## src/rtl/pc_fetch_unit.sv

```systemverilog
`default_nettype none
// ============================================================================
//  Module      : pc_fetch_unit
//  Description : Fetch / next-PC stage of a single-cycle MIPS core.
//                Holds the PC, drives the instruction-memory word address and
//                splits the fetched word into decoder fields. Resolves the next
//                PC from the decoder's branch/jump outputs, runs the syscall
//                halt/resume FSM and keeps run statistics.
//  Ports       : clk, rst_n (sync, active low), go (resume pulse)
//                instr (IMEM read data), Beq/Bne/BLTZ, JMP/JAL/JR, syscall,
//                alu_zero, rs_data, v0_data
//                pc, pc_plus4, imem_addr, OpCode/funct/rs/rt/rd/shamt/imm16,
//                halted, cycle_cnt, jump_cnt, br_taken_cnt
//  Revision    : 1.0 - initial release
// ============================================================================
module pc_fetch_unit #(
    parameter logic [31:0] RESET_PC  = 32'h0000_0000,
    parameter int          IMEM_AW   = 10,
    parameter int          CNT_W     = 32,
    parameter logic [31:0] HALT_CODE = 32'd10
) (
    input  logic               clk,
    input  logic               rst_n,
    input  logic               go,
    input  logic [31:0]        instr,
    input  logic               Beq,
    input  logic               Bne,
    input  logic               BLTZ,
    input  logic               JMP,
    input  logic               JAL,
    input  logic               JR,
    input  logic               syscall,
    input  logic               alu_zero,
    input  logic [31:0]        rs_data,
    input  logic [31:0]        v0_data,
    output logic [31:0]        pc,
    output logic [31:0]        pc_plus4,
    output logic [IMEM_AW-1:0] imem_addr,
    output logic [5:0]         OpCode,
    output logic [5:0]         funct,
    output logic [4:0]         rs,
    output logic [4:0]         rt,
    output logic [4:0]         rd,
    output logic [4:0]         shamt,
    output logic [15:0]        imm16,
    output logic               halted,
    output logic [CNT_W-1:0]   cycle_cnt,
    output logic [CNT_W-1:0]   jump_cnt,
    output logic [CNT_W-1:0]   br_taken_cnt
);

    typedef enum logic [0:0] {
        ST_RUN  = 1'b0,
        ST_HALT = 1'b1
    } state_t;

    state_t             state_q,        state_d;
    logic [31:0]        pc_q,           pc_d;
    logic               halted_q,       halted_d;
    logic [CNT_W-1:0]   cycle_cnt_q,    cycle_cnt_d;
    logic [CNT_W-1:0]   jump_cnt_q,     jump_cnt_d;
    logic [CNT_W-1:0]   br_taken_cnt_q, br_taken_cnt_d;

    logic [31:0]        w_pc_plus4;
    logic [31:0]        w_br_off;
    logic [31:0]        w_br_tgt;
    logic [31:0]        w_j_tgt;
    logic               w_is_jump;
    logic               w_br_taken;
    logic               w_halt_req;

    // ------------------------------------------------------------------------
    // Target and condition resolution
    // ------------------------------------------------------------------------
    always_comb begin
        w_pc_plus4 = pc_q + 32'd4;
        w_br_off   = {{14{instr[15]}}, instr[15:0], 2'b00};
        w_br_tgt   = w_pc_plus4 + w_br_off;
        w_j_tgt    = {w_pc_plus4[31:28], instr[25:0], 2'b00};
        w_is_jump  = JMP | JAL | JR;
        w_br_taken = (Beq & alu_zero) | (Bne & ~alu_zero) | (BLTZ & rs_data[31]);
        w_halt_req = syscall && (v0_data == HALT_CODE);
    end

    // ------------------------------------------------------------------------
    // Next-state: FSM, PC and statistics
    // ------------------------------------------------------------------------
    always_comb begin
        state_d        = state_q;
        pc_d           = pc_q;
        halted_d       = halted_q;
        cycle_cnt_d    = cycle_cnt_q;
        jump_cnt_d     = jump_cnt_q;
        br_taken_cnt_d = br_taken_cnt_q;

        case (state_q)
            ST_RUN: begin
                // Every RUN cycle counts, the halting syscall cycle included.
                cycle_cnt_d = cycle_cnt_q + CNT_W'(1);
                if (w_halt_req) begin
                    // PC stays on the syscall so resume can step past it.
                    state_d  = ST_HALT;
                    halted_d = 1'b1;
                end else begin
                    if (JR) begin
                        pc_d = rs_data;
                    end else if (JMP | JAL) begin
                        pc_d = w_j_tgt;
                    end else if (w_br_taken) begin
                        pc_d = w_br_tgt;
                    end else begin
                        pc_d = w_pc_plus4;
                    end
                    // A jump overrides any branch flag raised alongside it.
                    if (w_is_jump) begin
                        jump_cnt_d = jump_cnt_q + CNT_W'(1);
                    end else if (w_br_taken) begin
                        br_taken_cnt_d = br_taken_cnt_q + CNT_W'(1);
                    end
                end
            end
            ST_HALT: begin
                if (go) begin
                    state_d  = ST_RUN;
                    halted_d = 1'b0;
                    pc_d     = w_pc_plus4;
                end
            end
            default: begin
                state_d  = ST_RUN;
                halted_d = 1'b0;
            end
        endcase
    end

    // ------------------------------------------------------------------------
    // State registers
    // ------------------------------------------------------------------------
    always_ff @(posedge clk) begin
        if (!rst_n) begin
            state_q        <= ST_RUN;
            pc_q           <= RESET_PC;
            halted_q       <= 1'b0;
            cycle_cnt_q    <= '0;
            jump_cnt_q     <= '0;
            br_taken_cnt_q <= '0;
        end else begin
            state_q        <= state_d;
            pc_q           <= pc_d;
            halted_q       <= halted_d;
            cycle_cnt_q    <= cycle_cnt_d;
            jump_cnt_q     <= jump_cnt_d;
            br_taken_cnt_q <= br_taken_cnt_d;
        end
    end

    // ------------------------------------------------------------------------
    // Outputs
    // ------------------------------------------------------------------------
    assign pc           = pc_q;
    assign pc_plus4     = w_pc_plus4;
    assign imem_addr    = pc_q[IMEM_AW+1:2];
    assign OpCode       = instr[31:26];
    assign rs           = instr[25:21];
    assign rt           = instr[20:16];
    assign rd           = instr[15:11];
    assign shamt        = instr[10:6];
    assign funct        = instr[5:0];
    assign imm16        = instr[15:0];
    assign halted       = halted_q;
    assign cycle_cnt    = cycle_cnt_q;
    assign jump_cnt     = jump_cnt_q;
    assign br_taken_cnt = br_taken_cnt_q;

endmodule
`default_nettype wire

```

## config.mk

```make
export PLATFORM = sky130hd
export DESIGN_NAME = pc_fetch_unit
export DESIGN_NICKNAME = d
export VERILOG_FILES = /design/src/rtl/pc_fetch_unit.sv
export SDC_FILE = /design/constraint.sdc
export NUM_CORES = 1
export LEC_CHECK = 0
export BUFFER_PORTS_ARGS = -buffer_cell sky130_fd_sc_hd__buf_2
export CAP_MARGIN = 20
export CORE_MARGIN = 1
export CORE_UTILIZATION = 52
export CTS_BUF_LIST = sky130_fd_sc_hd__clkbuf_4
export DETAILED_ROUTE_END_ITERATION = 10
export GPL_TIMING_DRIVEN = 0
export HOLD_SLACK_MARGIN = 0.15
export MAX_ROUTING_LAYER = met4
export PLACE_DENSITY_LB_ADDON = 0.05
export SETUP_SLACK_MARGIN = 0.3
export SLEW_MARGIN = 5
export SYNTH_ARGS = -nofsm -noshare
export SYNTH_HDL_FRONTEND = slang
export SYNTH_SLANG_ARGS = --single-unit
```

## constraint.sdc

```tcl
create_clock -name clk -period 3.7 [get_ports clk]
set_input_delay 0.37 -clock clk [delete_from_list [all_inputs] [get_ports clk]]
set_output_delay 0.37 -clock clk [all_outputs]
set_load 0.005 [all_outputs]
```

==> run metrics, run 1 <==
worst skew pair latency 0.59 ns; Max Cap Viol 0; Tot GR Track Use 36.7%; initial antenna violation count 3; Fin. Hold Viols 0; CTS Buffer Depth 2; DR pass1 iterations 5; CP endpoint kind flop; status finished, final reports clean; Max Clk Rate 286 MHz; clk_skew 0.0271 ns; async set or reset register ratio after synthesis 0%; Hold WC Path Type in -> reg; worst reg2reg path endpoint pc[25]$_SDFFE_PN0P_; Max transition margin 37.0%; commonest cells in the netlist nor2_1, dfxtp_1, nand2_1, a21oi_1, o21ai_0; gpl congestion 0.993; post-synth top area cell dfxtp_1; drt wl/cell 18.2 um; Synth Area per Inst 7.80 um^2; crit path to pc[25]$_SDFFE_PN0P_; largest net degree at the start of global routing 25; H-tree Lvls 4; CP arrival 3.99 ns; clk sinks 130; Yosys top cell area share 28.7%; yosys warns 0; Final TNS setup 0 ns; most common cell in the netlist nor2_1; Die H 134 um; FF-to-FF path depth 15; Period minus WS final 3.49 ns; DIE WIDTH 134 um; global-route wire length before repair 49700 um; DRT iter0 DRCs 803; synth unique cells 79; Leakage 5.82 nW; Via Count 10400; share of cells above drive strength 1 36.7%; clock buffer count from CTS 17; IO Pins 326; nets@finish 1730; Slew Viols, Final 0; Tightest Pin Transition 0.942 ns; drt total wl 33200 um; Seq/Total Area, Yosys 28.7%; CTS tree yes; crit path kind reg -> reg; row cnt 47; Post-synth EDFFs 0; Overflow after GRT 0; die area 18000 um^2; core footprint 16800 um^2; Post-DP HPWL 24300 um; Setup violations, final 0; Main synth FF type dfxtp_1; reg-to-reg setup timing slack 0.21 ns; CP Launch Point pc[8]$_SDFFE_PN0P_; Syn Inst Count 1163; Initial Util 53.9%; DR DRC count 0; Syn Nets 1311; Worst Path Max Fanout 8; period utilisation layout 94.4%; vias in the first global route 9385; Pwr Density 282 nW/um^2; worst reg2reg path startpoint pc[8]$_SDFFE_PN0P_; Area Growth Syn to Fin 37.9%; VDD IR-drop max 191 uV; CP required 4.19 ns; synth top area cells dfxtp_1, xor2_1, nor2_1; Final Hold Slack 0.176 ns; Yosys reg bits 130; synthesized area 9070 um^2; CP startpoint kind flop; ANT nets after route 0; vias per cell 5.70; RSZ-0062 raised after global routing yes; Worst-path clk slew 0.14 ns; Root Buffer clkbuf_4; I/O Buffers 319
## worst max-delay path: stages (launching register included)
cell and delay (ns):
dfxtp_2 0.36, buf_6 0.09, and4_4 0.24, nand4_1 0.13, buf_6 0.18, nor2b_4 0.27
xor2_2 0.14, ha_1 0.33, buf_6 0.14, nand4_1 0.23, nor4_4 0.38, o41ai_4 0.12
a21oi_2 0.21, xnor2_1 0.17, a221oi_1 0.11, a221o_1 0.29
## flip-flops by register name, summed over array words and instances (netlist names)
signal	cells
br_taken_cnt	32
cycle_cnt	32
halted	1
jump_cnt	32
pc	32
state_q	1
## stage by stage
stage	util [%]	setup slack [ns]	area [um^2]	total power, mW	instances
floorplan	-	0.304	9120	2.05	1163
finish	74.4	0.206	12500	3.53	1818
global placement	65.4	-0.660	11000	2.37	1702
global route	74.4	0.129	12500	3.68	1818
CTS	71.8	0.299	12100	3.45	1793
detailed placement	65.4	-0.667	11000	2.37	1703
## cells by family (layout without fill, tap and decap cells)
logic type | count (synthesis) | after routing | share of synthesized area [%]
and+or+nand+nor | 466 | 466 | 25.5
AOI/OAI and AO/OA | 262 | 262 | 19.0
DFF | 130 | 130 | 28.7
xor gates and xnor gates | 129 | 129 | 12.5
buffers and inverters | 129 | 561 | 7.97
adders and majority gates | 41 | 41 | 5.74
muxes | 6 | 6 | 0.662
other | 0 | 3 | 0
## worst min-delay path by stage
stage	startpoint	end	depth (start not counted)
floorplan	halted$_SDFFE_PN0P_	halted$_SDFFE_PN0P_	2
global placement	halted$_SDFFE_PN0P_	halted$_SDFFE_PN0P_	2
detailed placement	halted$_SDFFE_PN0P_	halted$_SDFFE_PN0P_	2
CTS	instr[22]	pc[24]$_SDFFE_PN0P_	3
global route	rs_data[12]	pc[12]$_SDFFE_PN0P_	4
finish	rs_data[3]	pc[3]$_SDFFE_PN0P_	4
## cell usage in the layout, fill, tap and decap left out, drive strengths merged, types with 14 or more instances in the layout
| master | instances |
|---|---|
| nand4 | 31 |
| ha | 40 |
| o21ai | 73 |
| dfxtp | 130 |
| inv | 35 |
| nand2 | 108 |
| nor2 | 150 |
| or3 | 17 |
| xnor2 | 62 |
| and2 | 16 |
| xor2 | 67 |
| dlygate4sd3 | 26 |
| a21oi | 74 |
| buf | 443 |
| clkbuf | 52 |
| and3 | 27 |
| o211ai | 14 |
| nor3 | 14 |
| nand3 | 55 |
| a21o | 22 |
## per-layer routing
layer,vias up,part of all wire [%],track usage [%]
met5,-,0,-
met4,0,4.1,18.4
met3,101,9.2,6.54
met2,525,46,58.2
met1,4833,41,44.8
li1,4907,-,-
## repair_timing
item / CTS / global route
gates resized for setup: 75 / 60
endpoints found under the hold margin: 19 / 0
setup buffers: 32 / 22
endpoints found under the setup margin: 23 / 17
hold buffers: 26 / 0
pin swaps: 26 / 30
## layout make-up
type / instances / area (um^2)
sequential: 130 / 2650
fill: 1356 / 4310
timing repair buffer: 400 / 2270
inverter: 25 / 93.8
buffer: 104 / 672
multi-input combinational: 904 / 6270
clock buffer: 17 / 128
antenna: 3 / 7.51
clock inverter: 15 / 143
tap: 220 / 275
## where the power goes
group	internal (mW)	switching, mW
clock	0.300	0.690
sequential	1.43	0.0539
combinational	0.495	0.560
total	2.23	1.30
Power figures use the tool's default switching activity.
==> run 2, diff against run 1 <==
--- a/config.mk
+++ b/config.mk
@@ -5,12 +5,12 @@
 export SDC_FILE = /design/constraint.sdc
 export NUM_CORES = 1
 export LEC_CHECK = 0
-export BUFFER_PORTS_ARGS = -buffer_cell sky130_fd_sc_hd__buf_2
 export CAP_MARGIN = 20
 export CORE_MARGIN = 1
-export CORE_UTILIZATION = 52
+export CORE_UTILIZATION = 35
 export CTS_BUF_LIST = sky130_fd_sc_hd__clkbuf_4
 export DETAILED_ROUTE_END_ITERATION = 10
+export DONT_BUFFER_PORTS = 1
 export GPL_TIMING_DRIVEN = 0
 export HOLD_SLACK_MARGIN = 0.15
 export MAX_ROUTING_LAYER = met4
==> run 2 against run 1 <==
  * Sequential share of layout area grew 2.1 points
  * Fmax shrank 2.7%
  * Total power fell by 1.2%
  * Critical path type unchanged
  * Core utilization fell by 29 points
  * Critical endpoint is now pc[26]$_SDFFE_PN0P_
  * Final cell count down 12%
  * Clock-buffer cell count did not move
  * Sequential power is essentially flat
==> run metrics, run 2 (synthesis gave the netlist of run 1 again) <==
status finished, final reports clean; CTS tree yes; DIE WIDTH 163 um; DRT iter0 DRCs 573; gpl congestion 0.883; Max Clk Rate 278 MHz; drt total wl 33600 um; core footprint 25300 um^2; initial antenna violation count 2; drt wl/cell 21.0 um; IO Pins 326; Area Growth Syn to Fin 25.4%; RSZ-0062 raised after global routing yes; global-route wire length before repair 50000 um; period utilisation layout 97.0%; clock buffer count from CTS 17; clk_skew 0.0467 ns; largest net degree at the start of global routing 25; I/O Buffers 0; vias in the first global route 8581; most frequent cells in the layout nor2_1, dfxtp_1, nand2_1, buf_4, o21ai_0; Initial Util 35.8%; H-tree Lvls 4; DR DRC count 0; Period minus WS final 3.59 ns; CP arrival 4.01 ns; Slew Viols, Final 0; Die H 163 um; Overflow after GRT 0; VDD IR-drop max 197 uV; Fin. Hold Viols 0; row cnt 58; Tightest Pin Transition 1.13 ns; CP endpoint kind flop; Worst Path Max Fanout 8; CTS Buffer Depth 2; DR pass1 iterations 5; Root Buffer clkbuf_4; worst hold stages 3; Setup violations, final 0; Post-DP HPWL 24800 um; CP startpoint kind flop; crit path kind reg -> reg; CP required 4.12 ns; FF-to-FF path depth 17; Placement Setup Slack -0.896 ns; Tot GR Track Use 25.7%; Pwr Density 307 nW/um^2; nets@finish 1403; Leakage 4.35 nW; share of cells above drive strength 1 20.7%; Max transition margin 24.5%; Final Hold Slack 0.230 ns; worst skew pair latency 0.57 ns; Hold WC Path Type in -> reg; die area 26600 um^2; fillers 2560; ANT nets after route 0; Max Cap Viol 0; worst setup margin 0.109 ns; clk sinks 130; Via Count 8916; Worst-path clk slew 0.14 ns; most common cell after layout, fill and taps aside nor2_1; vias per cell 5.57
-- run 2: changes by cell type in the layout (fill, tap and decap cells not counted), moves of 6 or more --
cell,before,now
dlygate4sd3_1,26,44
xnor2_4,0,8
xnor2_2,13,5
buf_2,320,2
buf_4,117,89
o21ai_0,68,62
-- run 2: worst paths after layout --
check	startpoint	endpoint	slack, ns
hold / removal	instr[15]	pc[28]$_SDFFE_PN0P_	0.23
setup / recovery	pc[8]$_SDFFE_PN0P_	pc[26]$_SDFFE_PN0P_	0.11
hold reg to reg	pc[6]$_SDFFE_PN0P_	pc[6]$_SDFFE_PN0P_	0.51
setup reg to reg	pc[8]$_SDFFE_PN0P_	pc[26]$_SDFFE_PN0P_	0.11
-- run 2: final cells by class --
cell class	instances	area, um^2	area share [%]
inverters	25	93.8	0.825
clock buffers	17	128	1.12
clock inverters	15	176	1.55
diodes	3	7.51	0.0660
flip-flops and latches	130	2650	23.3
repair buffers	73	659	5.80
multi-input cells	904	6580	57.8
plain buffers	104	671	5.90
well taps	330	413	3.63
-- run 2: worst max-delay path: stages (launching register included) --
cell and delay (ns):
dfxtp_4 0.41, buf_6 0.11, and4_4 0.24, nand4_1 0.11
buf_6 0.17, nor2b_4 0.16, xor2_1 0.32, ha_1 0.30
clkbuf_2 0.20, a21o_1 0.19, a21o_1 0.20, a2111oi_4 0.19
buf_4 0.19, o31ai_4 0.10, a21oi_4 0.21, xnor2_1 0.10
nor2_1 0.14, o221ai_1 0.13
-- run 2: what timing repair did --
item                       4_1_cts  5_1_grt
setup endpoints to repair       28       17
hold endpoints to repair        30        0
pin swaps                       41       25
buffers inserted                20        8
hold buffers                    44        0
gates resized for setup        118       59
-- run 2: metrics by stage --
| step | util, % | cell area (um^2) | cells | TNS [ns] | total power [mW] |
|---|---|---|---|---|---|
| 5_1_grt | 44.9 | 11400 | 1601 | -0.190 | 3.66 |
| 3_3_place_gp | 37.6 | 9530 | 1493 | -8.75 | 2.24 |
| 3_5_place_dp | 37.7 | 9540 | 1494 | -8.55 | 2.24 |
| 6_report | 44.9 | 11400 | 1601 | 0 | 3.49 |
| 2_1_floorplan | - | 9120 | 1163 | 0 | 2.05 |
| 4_1_cts | 43.4 | 11000 | 1590 | 0 | 3.46 |
-- run 2: report_power, final --
group / total (mW) / internal, mW / switching (mW)
sequential: 1.52 / 1.44 / 0.0844
combinational: 0.905 / 0.413 / 0.492
clock: 1.07 / 0.324 / 0.742
total: 3.49 / 2.17 / 1.32
-- run 2: metal layers --
layer	vias up	GRT usage (%)	part of all wire, %
met1	4257	29.8	41
met4	0	11.3	3.4
met3	59	6.42	7.7
li1	4268	-	-
met2	332	41.7	48
met5	-	-	0
==> run 3, diff against run 2 <==
--- a/config.mk
+++ b/config.mk
@@ -6,6 +6,7 @@
 export NUM_CORES = 1
 export LEC_CHECK = 0
 export CAP_MARGIN = 20
+export CORE_ASPECT_RATIO = 1.25
 export CORE_MARGIN = 1
 export CORE_UTILIZATION = 35
 export CTS_BUF_LIST = sky130_fd_sc_hd__clkbuf_4
==> run 3 against run 2 <==
  * Clock-buffer cell count grew 1
  * Highest routed layer unchanged
  * Die area is essentially flat
  * Global-route usage grew 0.23 points
  * Critical endpoint is now pc[29]$_SDFFE_PN0P_
  * Critical path depth shrank 1
  * Final cell count shrank 0.31%
  * First-iteration DRC count shrank 32%
  * Clock skew shrank 0.027 ns
==> run metrics, run 3 (synthesis gave the netlist of run 1 again) <==
status finished, final reports clean; worst skew pair latency 0.57 ns; H-tree Lvls 4; CTS tree yes; period utilisation layout 98.9%; FF-to-FF path depth 16; Worst Path Max Fanout 8; Top Family by Delay on Critical Path compound AO/OA/AOI/OAI gates; CTS Buffer Depth 2; crit path buf inv count 2; stages on the worst setup path 16; worst hold stages 4; global-route wire length before repair 50900 um; Tightest Pin Transition 0.971 ns; vias in the first global route 8426; DRT iter0 DRCs 388; DR pass1 iterations 5; drt wl/cell 21.5 um; largest net degree at the start of global routing 22; ANT nets after route 0; part of the power in the clock network 30.8%; CP required 4.18 ns; vias per cell 5.55; IO Pins 326; DR DRC count 0; Tot GR Track Use 25.9%; Slowest-stage cell, CP o41ai_4; initial antenna violation count 1; Pint 2.30 mW; core footprint 25400 um^2; Max transition margin 35.0%; Root Buffer clkbuf_4; Area Growth Syn to Fin 22.5%; drt total wl 34300 um; Final TNS setup 0 ns; Pwr Density 312 nW/um^2; Max Cap Viol 0; crit path kind reg -> reg; Logic pwr share 25.6%; design area 11100 um^2; Setup violations, final 0; RSZ-0062 raised after global routing yes; Fin. Hold Viols 0; sequential share of power 43.6%; die area 26600 um^2; CP startpoint kind flop; nets@finish 1395; gpl congestion 0.950; Worst-path clk slew 0.13 ns; Via Count 8856; Hold WC Path Type in -> reg; Die H 182 um; Leakage 4.28 nW; clock buffer count from CTS 17; critical path, cell by cell buf_6 > and4_4 > nand3_2 > nor2_4 > xor2_2 > ha_1 > buf_6 > a21o_1 > a21o_1 > a21oi_2 > nor2_2 > o41ai_4 > a21oi_2 > a221oi_2 > xnor2_1 > a31o_1; clk sinks 130; VDD IR-drop max 150 uV; CP endpoint kind flop; switching pwr 1.16 mW; Final Hold Slack 0.194 ns; most common cell after layout, fill and taps aside nor2_1; Overflow after GRT 0; CP arrival 4.14 ns; most frequent cells in the layout nor2_1, dfxtp_1, nand2_1, buf_4, o21ai_0; Area after DPL 9540 um^2; share of cells above drive strength 1 19.1%; switching share of power 33.6%; peak per-stage delay on the critical path 0.43 ns; clk_skew 0.0200 ns; Slew Viols, Final 0; row cnt 65; Period minus WS final 3.66 ns; DIE WIDTH 146 um; Max Clk Rate 273 MHz; Post-DP HPWL 25700 um; I/O Buffers 0; final core occ 43.8%; Initial Util 35.8%
[run 3: changes by cell type in the layout (fill, tap and decap cells not counted), sizes merged]
cell / change
buf: -6
clkinvlp: +3
diode: -2
inv: -8
clkbuf: +1
dlygate4sd3: -2
clkinv: +1
bufinv: +3
[run 3: metal layers]
layer	wire [um]	share of wire [%]	track usage [%]
met1	13500	39	28.2
met2	17800	52	46.5
met3	2220	6.5	5.58
met4	837	2.4	8.67
met5	0	0	-
[run 3: worst register-to-register path, stage by stage (launching register included)]
cell	delay, ns
dfxtp_4	0.39
buf_6	0.10
and4_4	0.24
nand3_2	0.12
nor2_4	0.15
xor2_2	0.27
ha_1	0.29
buf_6	0.14
a21o_1	0.19
a21o_1	0.20
a21oi_2	0.16
nor2_2	0.08
o41ai_4	0.43
a21oi_2	0.16
a221oi_2	0.30
xnor2_1	0.12
a31o_1	0.22
[run 3: worst paths after layout]
path                                          from             endpoint  slack [ns]
worst min register to register  pc[6]$_SDFFE_PN0P_   pc[6]$_SDFFE_PN0P_        0.50
worst max-delay path            pc[8]$_SDFFE_PN0P_  pc[29]$_SDFFE_PN0P_        0.04
worst max register to register  pc[8]$_SDFFE_PN0P_  pc[29]$_SDFFE_PN0P_        0.04
worst min-delay path                      instr[8]  pc[10]$_SDFFE_PN0P_        0.19
[run 3: power by group through the flow]
stage	Clock [mW]	Sequential, mW	Combinational [mW]
detailed placement	0	1.54	0.708
finish	1.07	1.51	0.887
CTS	1.11	1.51	0.820
floorplan	0	1.51	0.538
global route	1.15	1.52	0.960
global placement	0	1.53	0.716
[run 3: layout make-up]
class | instances | area, um^2
antenna | 1 | 2.50
buffer | 104 | 674
clock buffer | 18 | 135
clock inverter | 14 | 161
fill | 2691 | 14300
inverter | 25 | 93.8
multi-input combinational | 904 | 6370
sequential | 130 | 2650
tap | 335 | 419
timing repair buffer | 65 | 606
[run 3: what timing repair did]
| item | CTS | global route |
|---|---|---|
| gates resized for setup | 86 | 60 |
| pin swaps | 29 | 21 |
| buffers inserted | 17 | 5 |
| endpoints found under the setup margin | 27 | 19 |
| hold buffers | 42 | 0 |
| hold endpoints to repair | 30 | 0 |
[run 3: stage by stage]
step | power (mW) | setup WS (ns) | instances
floorplan | 2.05 | 0.304 | 1163
global placement | 2.25 | -1.06 | 1498
detailed placement | 2.24 | -0.950 | 1498
CTS | 3.44 | 0.0504 | 1589
global route | 3.63 | -0.0779 | 1596
finish | 3.46 | 0.0407 | 1596
